`config.mk`:
```
export PLATFORM = sky130hd
export DESIGN_NAME = tdm_demux_1_8
export DESIGN_NICKNAME = d
export VERILOG_FILES = /design/src/rtl/tdm_demux_1_8_pkg.sv /design/src/rtl/tdm_demux_1_8_demux.sv /design/src/rtl/tdm_demux_1_8.sv
export SDC_FILE = /design/constraint.sdc
export NUM_CORES = 1
export LEC_CHECK = 0
export CELL_PAD_IN_SITES_DETAIL_PLACEMENT = 1
export CELL_PAD_IN_SITES_GLOBAL_PLACEMENT = 2
export CORE_ASPECT_RATIO = 2
export CORE_MARGIN = 2
export CORE_UTILIZATION = 35
export CTS_CLUSTER_SIZE = 20
export DETAILED_ROUTE_END_ITERATION = 10
export DONT_BUFFER_PORTS = 1
export GPL_TIMING_DRIVEN = 0
export PLACE_DENSITY_LB_ADDON = 0.1
export SLEW_MARGIN = 25
export SYNTH_ARGS = -nofsm -noshare
export SYNTH_HDL_FRONTEND = slang
export SYNTH_HIERARCHICAL = 1
export SYNTH_SLANG_ARGS = --single-unit
```
`constraint.sdc`:
```
create_clock -name clk -period 4.5 [get_ports clk]
set_clock_uncertainty 0.05 [all_clocks]
set_input_delay 1.35 -clock clk [delete_from_list [all_inputs] [get_ports clk]]
set_output_delay 1.35 -clock clk [all_outputs]
set_load 0.05 [all_outputs]
```
`src/rtl/tdm_demux_1_8_pkg.sv`:
```
// Shared constants and state encoding for the 1:8 TDM demultiplexer.
package tdm_demux_1_8_pkg;

    localparam int NUM_CH = 8;
    localparam int SLOT_W = 3;

    localparam logic [SLOT_W-1:0] FIRST_SLOT = '0;
    localparam logic [SLOT_W-1:0] LAST_SLOT  = SLOT_W'(NUM_CH - 1);

    typedef enum logic {
        HUNT = 1'b0,
        RECV = 1'b1
    } state_e;

endpackage

```
`src/rtl/tdm_demux_1_8_demux.sv`:
```
// 3-to-8 one-hot strobe decoder; select k drives strobe k (channel k+1).
module demux_1_8
    import tdm_demux_1_8_pkg::*;
(
    input  logic [SLOT_W-1:0] sel,
    input  logic              en,
    output logic [NUM_CH-1:0] strobe
);

    always_comb begin
        strobe = '0;
        if (en) begin
            strobe[sel] = 1'b1;
        end
    end

endmodule

```
`src/rtl/tdm_demux_1_8.sv`:
```
// Frame-locked 1:8 TDM demultiplexer with shadow buffering and atomic output commit.
//   state | meaning
//   HUNT  | unlocked, waiting for a valid sample carrying fsync
//   RECV  | locked, filling shadow slots; slot 7 commits the frame
module tdm_demux_1_8
    import tdm_demux_1_8_pkg::*;
#(
    parameter int W = 1
) (
    input  logic              clk,
    input  logic              rst_n,
    input  logic [W-1:0]      din,
    input  logic              din_valid,
    input  logic              fsync,
    output logic [W-1:0]      o1,
    output logic [W-1:0]      o2,
    output logic [W-1:0]      o3,
    output logic [W-1:0]      o4,
    output logic [W-1:0]      o5,
    output logic [W-1:0]      o6,
    output logic [W-1:0]      o7,
    output logic [W-1:0]      o8,
    output logic              frame_valid,
    output logic [SLOT_W-1:0] slot,
    output logic              sync_err
);

    state_e            state_q, state_d;
    logic [SLOT_W-1:0] slot_q, slot_d;
    logic [W-1:0]      shadow_q [NUM_CH];
    logic [W-1:0]      shadow_d [NUM_CH];
    logic [W-1:0]      out_q    [NUM_CH];
    logic [W-1:0]      out_d    [NUM_CH];
    logic              frame_valid_q, frame_valid_d;
    logic              sync_err_q, sync_err_d;

    logic              wr_en;
    logic [SLOT_W-1:0] wr_sel;
    logic              commit;
    logic [NUM_CH-1:0] wr_strobe;

    always_comb begin
        state_d       = state_q;
        slot_d        = slot_q;
        frame_valid_d = 1'b0;
        sync_err_d    = 1'b0;
        wr_en         = 1'b0;
        wr_sel        = slot_q;
        commit        = 1'b0;

        if (din_valid) begin
            unique case (state_q)
                HUNT: begin
                    if (fsync) begin
                        wr_en   = 1'b1;
                        wr_sel  = FIRST_SLOT;
                        slot_d  = FIRST_SLOT + 1'b1;
                        state_d = RECV;
                    end
                end
                RECV: begin
                    if (slot_q == FIRST_SLOT && !fsync) begin
                        sync_err_d = 1'b1;
                        slot_d     = FIRST_SLOT;
                        state_d    = HUNT;
                    end else if (slot_q != FIRST_SLOT && fsync) begin
                        // Resync: the new fsync sample starts a fresh frame.
                        sync_err_d = 1'b1;
                        wr_en      = 1'b1;
                        wr_sel     = FIRST_SLOT;
                        slot_d     = FIRST_SLOT + 1'b1;
                    end else begin
                        wr_en  = 1'b1;
                        slot_d = slot_q + 1'b1;
                        if (slot_q == LAST_SLOT) begin
                            commit        = 1'b1;
                            frame_valid_d = 1'b1;
                        end
                    end
                end
                default: state_d = HUNT;
            endcase
        end
    end

    demux_1_8 u_demux (
        .sel    (wr_sel),
        .en     (wr_en),
        .strobe (wr_strobe)
    );

    always_comb begin
        for (int i = 0; i < NUM_CH; i++) begin
            shadow_d[i] = wr_strobe[i] ? din : shadow_q[i];
            out_d[i]    = out_q[i];
        end
        // The last sample bypasses the shadow so the whole frame lands in one edge.
        if (commit) begin
            for (int i = 0; i < NUM_CH - 1; i++) begin
                out_d[i] = shadow_q[i];
            end
            out_d[NUM_CH-1] = din;
        end
    end

    always_ff @(posedge clk) begin
        if (!rst_n) begin
            state_q       <= HUNT;
            slot_q        <= '0;
            frame_valid_q <= 1'b0;
            sync_err_q    <= 1'b0;
            for (int i = 0; i < NUM_CH; i++) begin
                shadow_q[i] <= '0;
                out_q[i]    <= '0;
            end
        end else begin
            state_q       <= state_d;
            slot_q        <= slot_d;
            frame_valid_q <= frame_valid_d;
            sync_err_q    <= sync_err_d;
            for (int i = 0; i < NUM_CH; i++) begin
                shadow_q[i] <= shadow_d[i];
                out_q[i]    <= out_d[i];
            end
        end
    end

    assign o1          = out_q[0];
    assign o2          = out_q[1];
    assign o3          = out_q[2];
    assign o4          = out_q[3];
    assign o5          = out_q[4];
    assign o6          = out_q[5];
    assign o7          = out_q[6];
    assign o8          = out_q[7];
    assign slot        = slot_q;
    assign frame_valid = frame_valid_q;
    assign sync_err    = sync_err_q;

endmodule

```
==> out/qor.yml, run 1 <==
final_layout:
  finalNetCount: 100
  seq_area_um2: 480.5
  diodes: 0
  multiInputGateArea_um2: 475.5
  nFillCells: 319
  drive_gt1_frac: 0.1348
  area_growth_pct: 8.218
timing:
  max_freq_ghz: 0.3495
  relSlewSlack: 0.5497
  rsz0062_at_grt: "no"
  tightest_slew_ns: 0.6695
  finalCritPeriodShare: 0.6358
  setup_viol_count_final: 0
  finalSetupTns_ns: 0
  hold_ws_ns: 0.4194
  finalMaxSlewViolations: 0
  period_minus_slack_ns: 2.861
  hold_viol: 0
clocking:
  clock_sinks: 21
  clkLatencyLatePin_ns: 0.26
  htreeDepth: 1
  hold_buffers: 0
  cts_buffers: 3
  cts.path.max_buffers: 2
  cts_tree: "yes"
  clk_pin_slew_ns: 0.07
  postCtsSetupBuffers: 0
  cts_root_buffer: "clkbuf_8"
  ctsResizeCount: 0
detailed_routing:
  num_vias: 652
  wl_per_cell_um: 16.45
  first_pass_iters: 2
  drc_errors: 0
  via_per_inst: 5.525
  routed_wirelength_mm: 1.941
  ant_nets: 0
  drt_iter0_markers: 7
critical_path:
  cp_cell_sequence: "inv_1 > ha_1 > nor2b_1 > ha_1 > and3b_1 > o21ai_0 > and2_1 > and4b_2 > or2b_1"
  max_stage_delay_ns: 0.69
  r2r_end: "shadow_q[3]$_DFFE_PP_"
  cp_slowest_cell: "dfxtp_1"
  critPathKind: "register to register"
  r2r_start: "slot[0]$_SDFFE_PN0P_"
  cp.arrival_ns: 2.84
  critPathLaunchType: "register"
  cp-end-kind: "register"
  rrSetupSlack_ns: 1.64
  crit_top_cell: "ha_1"
  rr_worst_depth: 9
  cp.required_ns: 4.48
  critical_path.max_fanout: 7
power_and_ir_drop:
  vdd_drop_max_mv: 0.1446
  p_per_area_nw_per_um2: 332.0
  leakage_uw: 0.0004291
min_path:
  hold_end: "out_q[0][0]$_SDFFE_PN0P_"
  min_path_cells: 1
  hp-start: "shadow_q[0]$_DFFE_PP_"
  hold_class: "register to register"
placed_design:
  gp_congestion: 0.6954
  hpwl_mm: 1.567
  io_buffers: 0
yosys:
  synthCells: 85
  synth_warnings: 6
  syn_nets: 95
  synth_area_um2: 989.7
  avgSynthCellArea_um2: 11.64
global_route:
  grt_pass1_vias: 697
  grt-ovfl-total: 0
  grt_max_degree: 12
  antenna_found_initial: 0
  grt_pass1_wl_mm: 3.456
  globalRouteTotalUtil: 0.1423
status:
  outcome: "completed"
die:
  io_pins: 18
  rows: 27
  initial_core_util: 0.3617
  dieArea_um2: 3295
  die_x_um: 41.60
  die_h_um: 79.20
  fp.coreArea_um2: 2736
job:
  cap_violations: 0
## flip-flops by register name, summed over array words and instances (netlist names)
| name | count |
|---|---|
| sync_err | 1 |
| shadow_q | 7 |
| slot | 3 |
| state_q | 1 |
| frame_valid | 1 |
| out_q | 8 |
## area by class of cell
type / instances / area share
multi-input cells: 57 / 0.4439
plain buffers: 1 / 0.01051
inverters: 6 / 0.02103
clock buffers: 4 / 0.04206
flip-flops and latches: 21 / 0.4486
well taps: 29 / 0.03388
## worst max path at each step
stage,depth (start not counted),slack (ns),from,endpoint
2_1_floorplan,7,1.56,fsync,shadow_q[4]$_DFFE_PP_
3_3_place_gp,7,1.42,fsync,shadow_q[4]$_DFFE_PP_
3_5_place_dp,7,1.35,fsync,shadow_q[4]$_DFFE_PP_
4_1_cts,9,1.59,slot[0]$_SDFFE_PN0P_,shadow_q[3]$_DFFE_PP_
5_1_grt,9,1.38,slot[0]$_SDFFE_PN0P_,shadow_q[4]$_DFFE_PP_
6_report,9,1.64,slot[0]$_SDFFE_PN0P_,shadow_q[3]$_DFFE_PP_
## power breakdown
group / leakage (uW) / switching (uW) / internal [uW]
clock network: 0.0000228 / 57.8 / 63.0
logic: 0.000224 / 16.0 / 11.6
registers: 0.000182 / 7.09 / 200
## per-layer routing
metal / GRT usage / share of wire
met1: 0.1402 / 0.35
met5: 0 / 0
met2: 0.2547 / 0.59
met3: 0.03864 / 0.034
met4: 0.08710 / 0.031
## through the flow
| step | power [uW] | std cells | setup WS [ns] | cell area, um^2 | util |
|---|---|---|---|---|---|
| after floorplan | 233.4 | 85 | 1.556 | 989.7 | - |
| after global placement | 238.9 | 114 | 1.417 | 1026 | 0.3749 |
| after detailed placement | 240.1 | 114 | 1.352 | 1026 | 0.3749 |
| after CTS | 363.5 | 118 | 1.594 | 1071 | 0.3914 |
| after global routing | 376.4 | 118 | 1.382 | 1071 | 0.3914 |
| final | 355.6 | 118 | 1.639 | 1071 | 0.3914 |
## cell usage in the layout, fill, tap and decap left out, drive strengths merged
master,instances
nor2,4
and4bb,3
clkbuf,4
nand3,1
and4b,3
and3b,1
buf,1
edfxtp,6
a211oi,1
nand2,2
mux2i,2
or2b,5
and2,7
a21oi,4
nor4b,2
inv,6
a221oi,1
ha,5
nor2b,2
o21ai,2
dfxtp,15
nand4,2
a31oi,1
a22o,7
a21boi,1
o21bai,1
## worst max-delay path: cells and delay by family (launching register included)
| kind | cells | cell delay [ns] |
|---|---|---|
| buffers and inverters | 1 | 0.17 |
| and+or+nand+nor | 5 | 1.09 |
| AOI/OAI and AO/OA | 1 | 0.08 |
| DFF | 1 | 0.69 |
| adders and majority gates | 2 | 0.54 |
Power figures use the tool's default switching activity.
==> inputs of run 2 (changes only) <==
ABC_AREA = 1   (was unset)
CORE_UTILIZATION = 31   (was 35)
clock period = 2.4 ns   (was 4.5 ns; I/O delays follow)
==> out/qor.yml, run 2 <==
status:
  outcome: "completed"  # unchanged
power_and_ir_drop:
  p_per_area_nw_per_um2: 628.0  # was 332.0 nW/um^2
  combPwrFrac: 0.121  # was 0.078
  power.switching_uw: 191.6  # was 80.91 uW
  intPower_uw: 526.5  # was 274.7 uW
  seqPwrFrac: 0.567  # was 0.582
  p_sw_frac: 0.2668  # was 0.2275
  leakage_uw: 0.0005609  # was 0.0004291 uW
  power_frac_clock: 0.312  # was 0.340
  vdd_drop_max_mv: 0.2353  # was 0.1446 mV
job:
  cap_violations: 0  # unchanged
yosys:
  syn_nets: 139  # was 95
  synthCells: 129  # was 85
  synth_area_um2: 1044  # was 989.7 um^2
  avgSynthCellArea_um2: 8.089  # was 11.64 um^2
  synth_warnings: 6  # unchanged
global_route:
  antenna_found_initial: 0  # unchanged
  grt_max_degree: 12  # unchanged
  grt_pass1_vias: 860  # was 697
  globalRouteTotalUtil: 0.1329  # was 0.1423
  grt-ovfl-total: 0  # unchanged
  grt_pass1_wl_mm: 3.795  # was 3.456 mm
clocking:
  cts_buffers: 3  # unchanged
  cts_root_buffer: "clkbuf_8"  # unchanged
  cts_tree: "yes"  # unchanged
  hold_buffers: 0  # unchanged
  clkLatencyLatePin_ns: 0.25  # was 0.26 ns
  clock_sinks: 21  # unchanged
  clk_pin_slew_ns: 0.07  # about the same
  htreeDepth: 1  # unchanged
  cts.path.max_buffers: 2  # unchanged
  postCtsSetupBuffers: 0  # unchanged
critical_path:
  critPathLaunchType: "register"  # unchanged
  crit_top_cell: "nand2_1"  # was ha_1
  cp.arrival_ns: 2.19  # was 2.84 ns
  critPathKind: "register to register"  # unchanged
  max_stage_delay_ns: 0.48  # was 0.69 ns
  cp-end-kind: "register"  # unchanged
  worst-path-buf-inv: 3  # was 1
  cp_slowest_cell: "dfxtp_4"  # was dfxtp_1
  critical_path.max_fanout: 6  # was 7
  cp_cell_sequence: "inv_1 > ha_1 > nand2_1 > ha_2 > inv_1 > nand2_1 > nand2_1 > nand2_1 > inv_1 > nand2_1 > nor2_1 > or2_2"  # was inv_1 > ha_1 > nor2b_1 > ha_1 > and3b_1 > o21ai_0 > and2_1 > and4b_2 > or2b_1
  crit_family: "simple AND/OR/NAND/NOR gates"  # unchanged
  cp.required_ns: 2.36  # was 4.48 ns
detailed_routing:
  num_vias: 827  # was 652
  via_per_inst: 5.043  # was 5.525
  first_pass_iters: 2  # unchanged
  drc_errors: 0  # unchanged
  drt_iter0_markers: 5  # was 7
  routed_wirelength_mm: 2.319  # was 1.941 mm
  ant_nets: 0  # unchanged
  wl_per_cell_um: 14.14  # was 16.45 um
placed_design:
  hpwl_mm: 2.010  # was 1.567 mm
  placedInstanceArea_um2: 1082  # was 1026 um^2
  io_buffers: 0  # unchanged
  gp_congestion: 0.7710  # was 0.6954
final_layout:
  regMostFlops: "out_q"  # unchanged
  area_growth_pct: 9.593  # was 8.218%
  diodes: 0  # unchanged
  largest_reg_flops: 8  # unchanged
  layout_common_cells: "nand2_1 (25), inv_1 (22), nor2_1 (14)"  # was dfxtp_1 (15), a22o_1 (7), inv_1 (6), and2_1 (6), edfxtp_1 (6)
  finalNetCount: 144  # was 100
  final_common_cell: "nand2_1"  # was dfxtp_1
  drive_gt1_frac: 0.1805  # was 0.1348
  post-route-util: 0.3582  # was 0.3914
  final_area_um2: 1144  # was 1071 um^2
timing:
  rsz0062_at_grt: "no"  # unchanged
  max_freq_ghz: 0.4502  # was 0.3495 GHz
  relSlewSlack: 0.6597  # was 0.5497
  finalMaxSlewViolations: 0  # unchanged
  finalCritPeriodShare: 0.9256  # was 0.6358
  tightest_slew_ns: 0.5097  # was 0.6695 ns
  hold_viol: 0  # unchanged
  hold_ws_ns: 0.4308  # was 0.4194 ns
  setup_viol_count_final: 0  # unchanged
  period_minus_slack_ns: 2.221  # was 2.861 ns
die:
  die_x_um: 45.03  # was 41.60 um
  dieArea_um2: 3874  # was 3295 um^2
  die_h_um: 86.05  # was 79.20 um
  io_pins: 18  # unchanged
  fp.coreArea_um2: 3193  # was 2736 um^2
  initial_core_util: 0.3268  # was 0.3617
  rows: 29  # was 27
min_path:
  hold_class: "register to register"  # unchanged
==> run 2: power groups by stage <==
| stage | logic (uW) | clock network, uW | registers, uW |
|---|---|---|---|
| 3_5_place_dp | 88.5 | 0 | 416 |
| 4_1_cts | 89.0 | 233 | 408 |
| 2_1_floorplan | 68.3 | 0 | 412 |
| 3_3_place_gp | 85.7 | 0 | 415 |
| 5_1_grt | 101 | 250 | 409 |
| 6_report | 87.0 | 224 | 407 |
==> run 2: path summary, 6_finish.rpt <==
path                             start               endpoint  slack, ns  cells after the start
hold reg to reg    shadow_q[5]$_DFF_P_    out_q[1][1]$_DFF_P_       0.43                      2
setup / recovery  slot[0]$_SDFFE_PN0P_  shadow_q[3]$_DFFE_PP_       0.18                     12
hold / removal     shadow_q[5]$_DFF_P_    out_q[1][1]$_DFF_P_       0.43                      2
setup reg to reg  slot[0]$_SDFFE_PN0P_  shadow_q[3]$_DFFE_PP_       0.18                     12
==> run 2: layer usage <==
layer,global-route usage,wire (um),up-vias
met5,0,0,-
met4,0.04813,23,0
met3,0.01684,60,2
met2,0.2753,1507,10
met1,0.1144,728,400
li1,-,-,415
==> run 2: worst reg2reg max path: stages (launching register included) <==
cell and delay, ns:
dfxtp_4 0.48, inv_1 0.07, ha_1 0.20, nand2_1 0.09
ha_2 0.24, inv_1 0.08, nand2_1 0.13, nand2_1 0.09
nand2_1 0.06, inv_1 0.05, nand2_1 0.10, nor2_1 0.07
or2_2 0.30
==> run 2: layout make-up <==
cell class	count	area [um^2]
clock buffers	4	45.04
plain buffers	2	12.51
fillers	411	2049
multi-input cells	83	471.7
well taps	31	38.79
inverters	23	86.33
flip-flops and latches	21	489.2
==> run 2: stage by stage <==
stage                     setup slack, ns  TNS (ns)  total power, uW  std cells
final                              0.1786         0            718.2        164
after global routing             0.005049         0            760.4        164
after CTS                         0.06380         0            730.1        164
after detailed placement          -0.2890    -1.728            504.2        160
after global placement            -0.2605    -1.450            501.1        160
after floorplan                   0.01996         0            479.9        129
==> run 2: repair_timing <==
| action | in CTS | in global routing |
|---|---|---|
| gates cloned | 0 | 0 |
| resized for setup | 5 | 3 |
| setup endpoints to repair | 7 | 7 |
==> inputs of run 3 (changes only) <==
==> constraint.sdc (replaced) <==
create_clock -name clk -period 2.4 [get_ports clk]
set_clock_uncertainty 0.05 [all_clocks]
set_input_delay 0 -clock clk [delete_from_list [all_inputs] [get_ports clk]]
set_output_delay 0 -clock clk [all_outputs]
set_load 0.05 [all_outputs]
==> out/qor.yml, run 3 (synthesis gave the netlist of run 2 again) <==
status:
  outcome: "completed"  # unchanged
final_layout:
  finalNetCount: 148  # was 144
  area_growth_pct: 13.43  # was 9.593%
  finalNonFillerCells: 168  # was 164
  regMostFlops: "out_q"  # unchanged
  diodes: 0  # unchanged
  final_common_cell: "nand2_1"  # unchanged
  nFillCells: 410  # was 411
  layout_common_cells: "nand2_1 (25), inv_1 (22), nor2_1 (14)"  # unchanged
  drive_gt1_frac: 0.1752  # was 0.1805
  largest_reg_flops: 8  # unchanged
critical_path:
  critPathLaunchType: "register"  # unchanged
  cp.required_ns: 2.37  # was 2.36 ns
  cp_slowest_cell: "dfxtp_4"  # unchanged
  cp-end-kind: "register"  # unchanged
  critPathKind: "register to register"  # unchanged
  max_stage_delay_ns: 0.48  # about the same
  crit_family: "simple AND/OR/NAND/NOR gates"  # unchanged
  critical_path.max_fanout: 6  # unchanged
  cp_cell_sequence: "inv_1 > ha_1 > nand2_1 > ha_2 > inv_1 > nand2_1 > nand2_1 > nand2_1 > inv_1 > nand2_1 > nor2_1 > or2_2"  # unchanged
  worst-path-buf-inv: 3  # unchanged
  crit_top_cell: "nand2_1"  # unchanged
  cp.arrival_ns: 2.19  # about the same
detailed_routing:
  drt_iter0_markers: 11  # was 5
  drc_errors: 0  # unchanged
  num_vias: 840  # was 827
  routed_wirelength_mm: 2.380  # was 2.319 mm
  wl_per_cell_um: 14.17  # was 14.14 um
  ant_nets: 0  # unchanged
  first_pass_iters: 2  # unchanged
  via_per_inst: 5.000  # was 5.043
timing:
  setup_viol_count_final: 0  # unchanged
  hold_viol: 0  # unchanged
  setup_ws_ns: 0.1799  # was 0.1786 ns
  finalCritPeriodShare: 0.9251  # was 0.9256
  rsz0062_at_grt: "no"  # unchanged
  period_minus_slack_ns: 2.220  # was 2.221 ns
  max_freq_ghz: 0.4504  # was 0.4502 GHz
  tightest_slew_ns: 0.5097  # about the same
  relSlewSlack: 0.6597  # about the same
  finalMaxSlewViolations: 0  # unchanged
die:
  rows: 29  # unchanged
  die_h_um: 86.05  # unchanged
  initial_core_util: 0.3268  # unchanged
  io_pins: 18  # unchanged
  dieArea_um2: 3874  # unchanged
  die_x_um: 45.03  # unchanged
  fp.coreArea_um2: 3193  # unchanged
clocking:
  cts_root_buffer: "clkbuf_8"  # unchanged
  clk_pin_slew_ns: 0.07  # about the same
  cts_tree: "yes"  # unchanged
  clock_sinks: 21  # unchanged
  htreeDepth: 1  # unchanged
  cts_buffers: 3  # unchanged
  cts.path.max_buffers: 2  # unchanged
  clkLatencyLatePin_ns: 0.25  # about the same
placed_design:
  hpwl_mm: 2.010  # unchanged
  dp.cells: 160  # unchanged
  gp_congestion: 0.7710  # unchanged
  io_buffers: 0  # unchanged
  preCtsSetupSlack_ns: -0.2890  # unchanged
power_and_ir_drop:
  leakage_uw: 0.0005776  # was 0.0005609 uW
  vdd_drop_max_mv: 0.2354  # was 0.2353 mV
  p_per_area_nw_per_um2: 614.7  # was 628.0 nW/um^2
global_route:
  grt_pass1_wl_mm: 3.884  # was 3.795 mm
  grt_pass1_vias: 880  # was 860
  grt-ovfl-total: 0  # unchanged
  grt_max_degree: 12  # unchanged
  antenna_found_initial: 0  # unchanged
  globalRouteTotalUtil: 0.1363  # was 0.1329
min_path:
  hold_class: "input port to register"  # was register to register
job:
  cap_violations: 0  # unchanged
-- run 3: changes by cell type in the layout (fill, tap and decap cells not counted), sizes merged --
cell	previous run	this run
dlygate4sd3	0	4
-- run 3: cell type report --
class / count / area, um^2 / share of cell area
flip-flops and latches: 21 / 489.2 / 0.4133
multi-input cells: 83 / 471.7 / 0.3985
inverters: 23 / 86.33 / 0.07294
clock buffers: 4 / 45.04 / 0.03805
repair buffers: 4 / 40.04 / 0.03383
well taps: 31 / 38.79 / 0.03277
plain buffers: 2 / 12.51 / 0.01057
-- run 3: where the power goes --
group | leakage (uW) | switching [uW] | total [uW] | internal, uW
Clock | 0.0000228 | 108 | 226 | 118
Sequential | 0.000185 | 28.9 | 407 | 378
Combinational | 0.000370 | 59.6 | 94.3 | 34.7
-- run 3: worst paths after layout --
kind,startpoint,to,slack (ns),cells after the start
max reg2reg,slot[0]$_SDFFE_PN0P_,shadow_q[3]$_DFFE_PP_,0.18,12
max,slot[0]$_SDFFE_PN0P_,shadow_q[3]$_DFFE_PP_,0.18,12
min,rst_n,out_q[0][3]$_SDFFE_PN0P_,0.007,3
min reg2reg,shadow_q[5]$_DFF_P_,out_q[1][1]$_DFF_P_,0.43,2
-- run 3: repair_timing --
item | in CTS | in global routing
hold buffers | 4 | 0
buffers inserted | 0 | 0
setup endpoints to repair | 7 | 7
endpoints found under the hold margin | 10 | 0
gates resized for setup | 5 | 3
-- run 3: routing by layer --
| metal | GRT usage | wire (um) |
|---|---|---|
| met5 | 0 | 0 |
| met4 | 0.04813 | 23 |
| met2 | 0.2805 | 1527 |
| met3 | 0.01684 | 60 |
| met1 | 0.1199 | 769 |
-- run 3: through the flow --
step                      hold slack (ns)  total power (uW)    util  setup TNS (ns)  instance area [um^2]
after global placement             0.1017             501.1  0.3390          -1.450                  1082
final                            0.006628             727.6  0.3707               0                  1184
after floorplan                   0.08083             479.9       -               0                  1044
after CTS                         0.01170             737.3  0.3683               0                  1176
after global routing              0.01866             768.6  0.3707               0                  1184
after detailed placement           0.1116             504.2  0.3390          -1.728                  1082
-- run 3: tightest hold or removal path, stage by stage --
cell     delay [ns]
buf_4          0.15
nand3_1        0.08
nand2_1        0.05
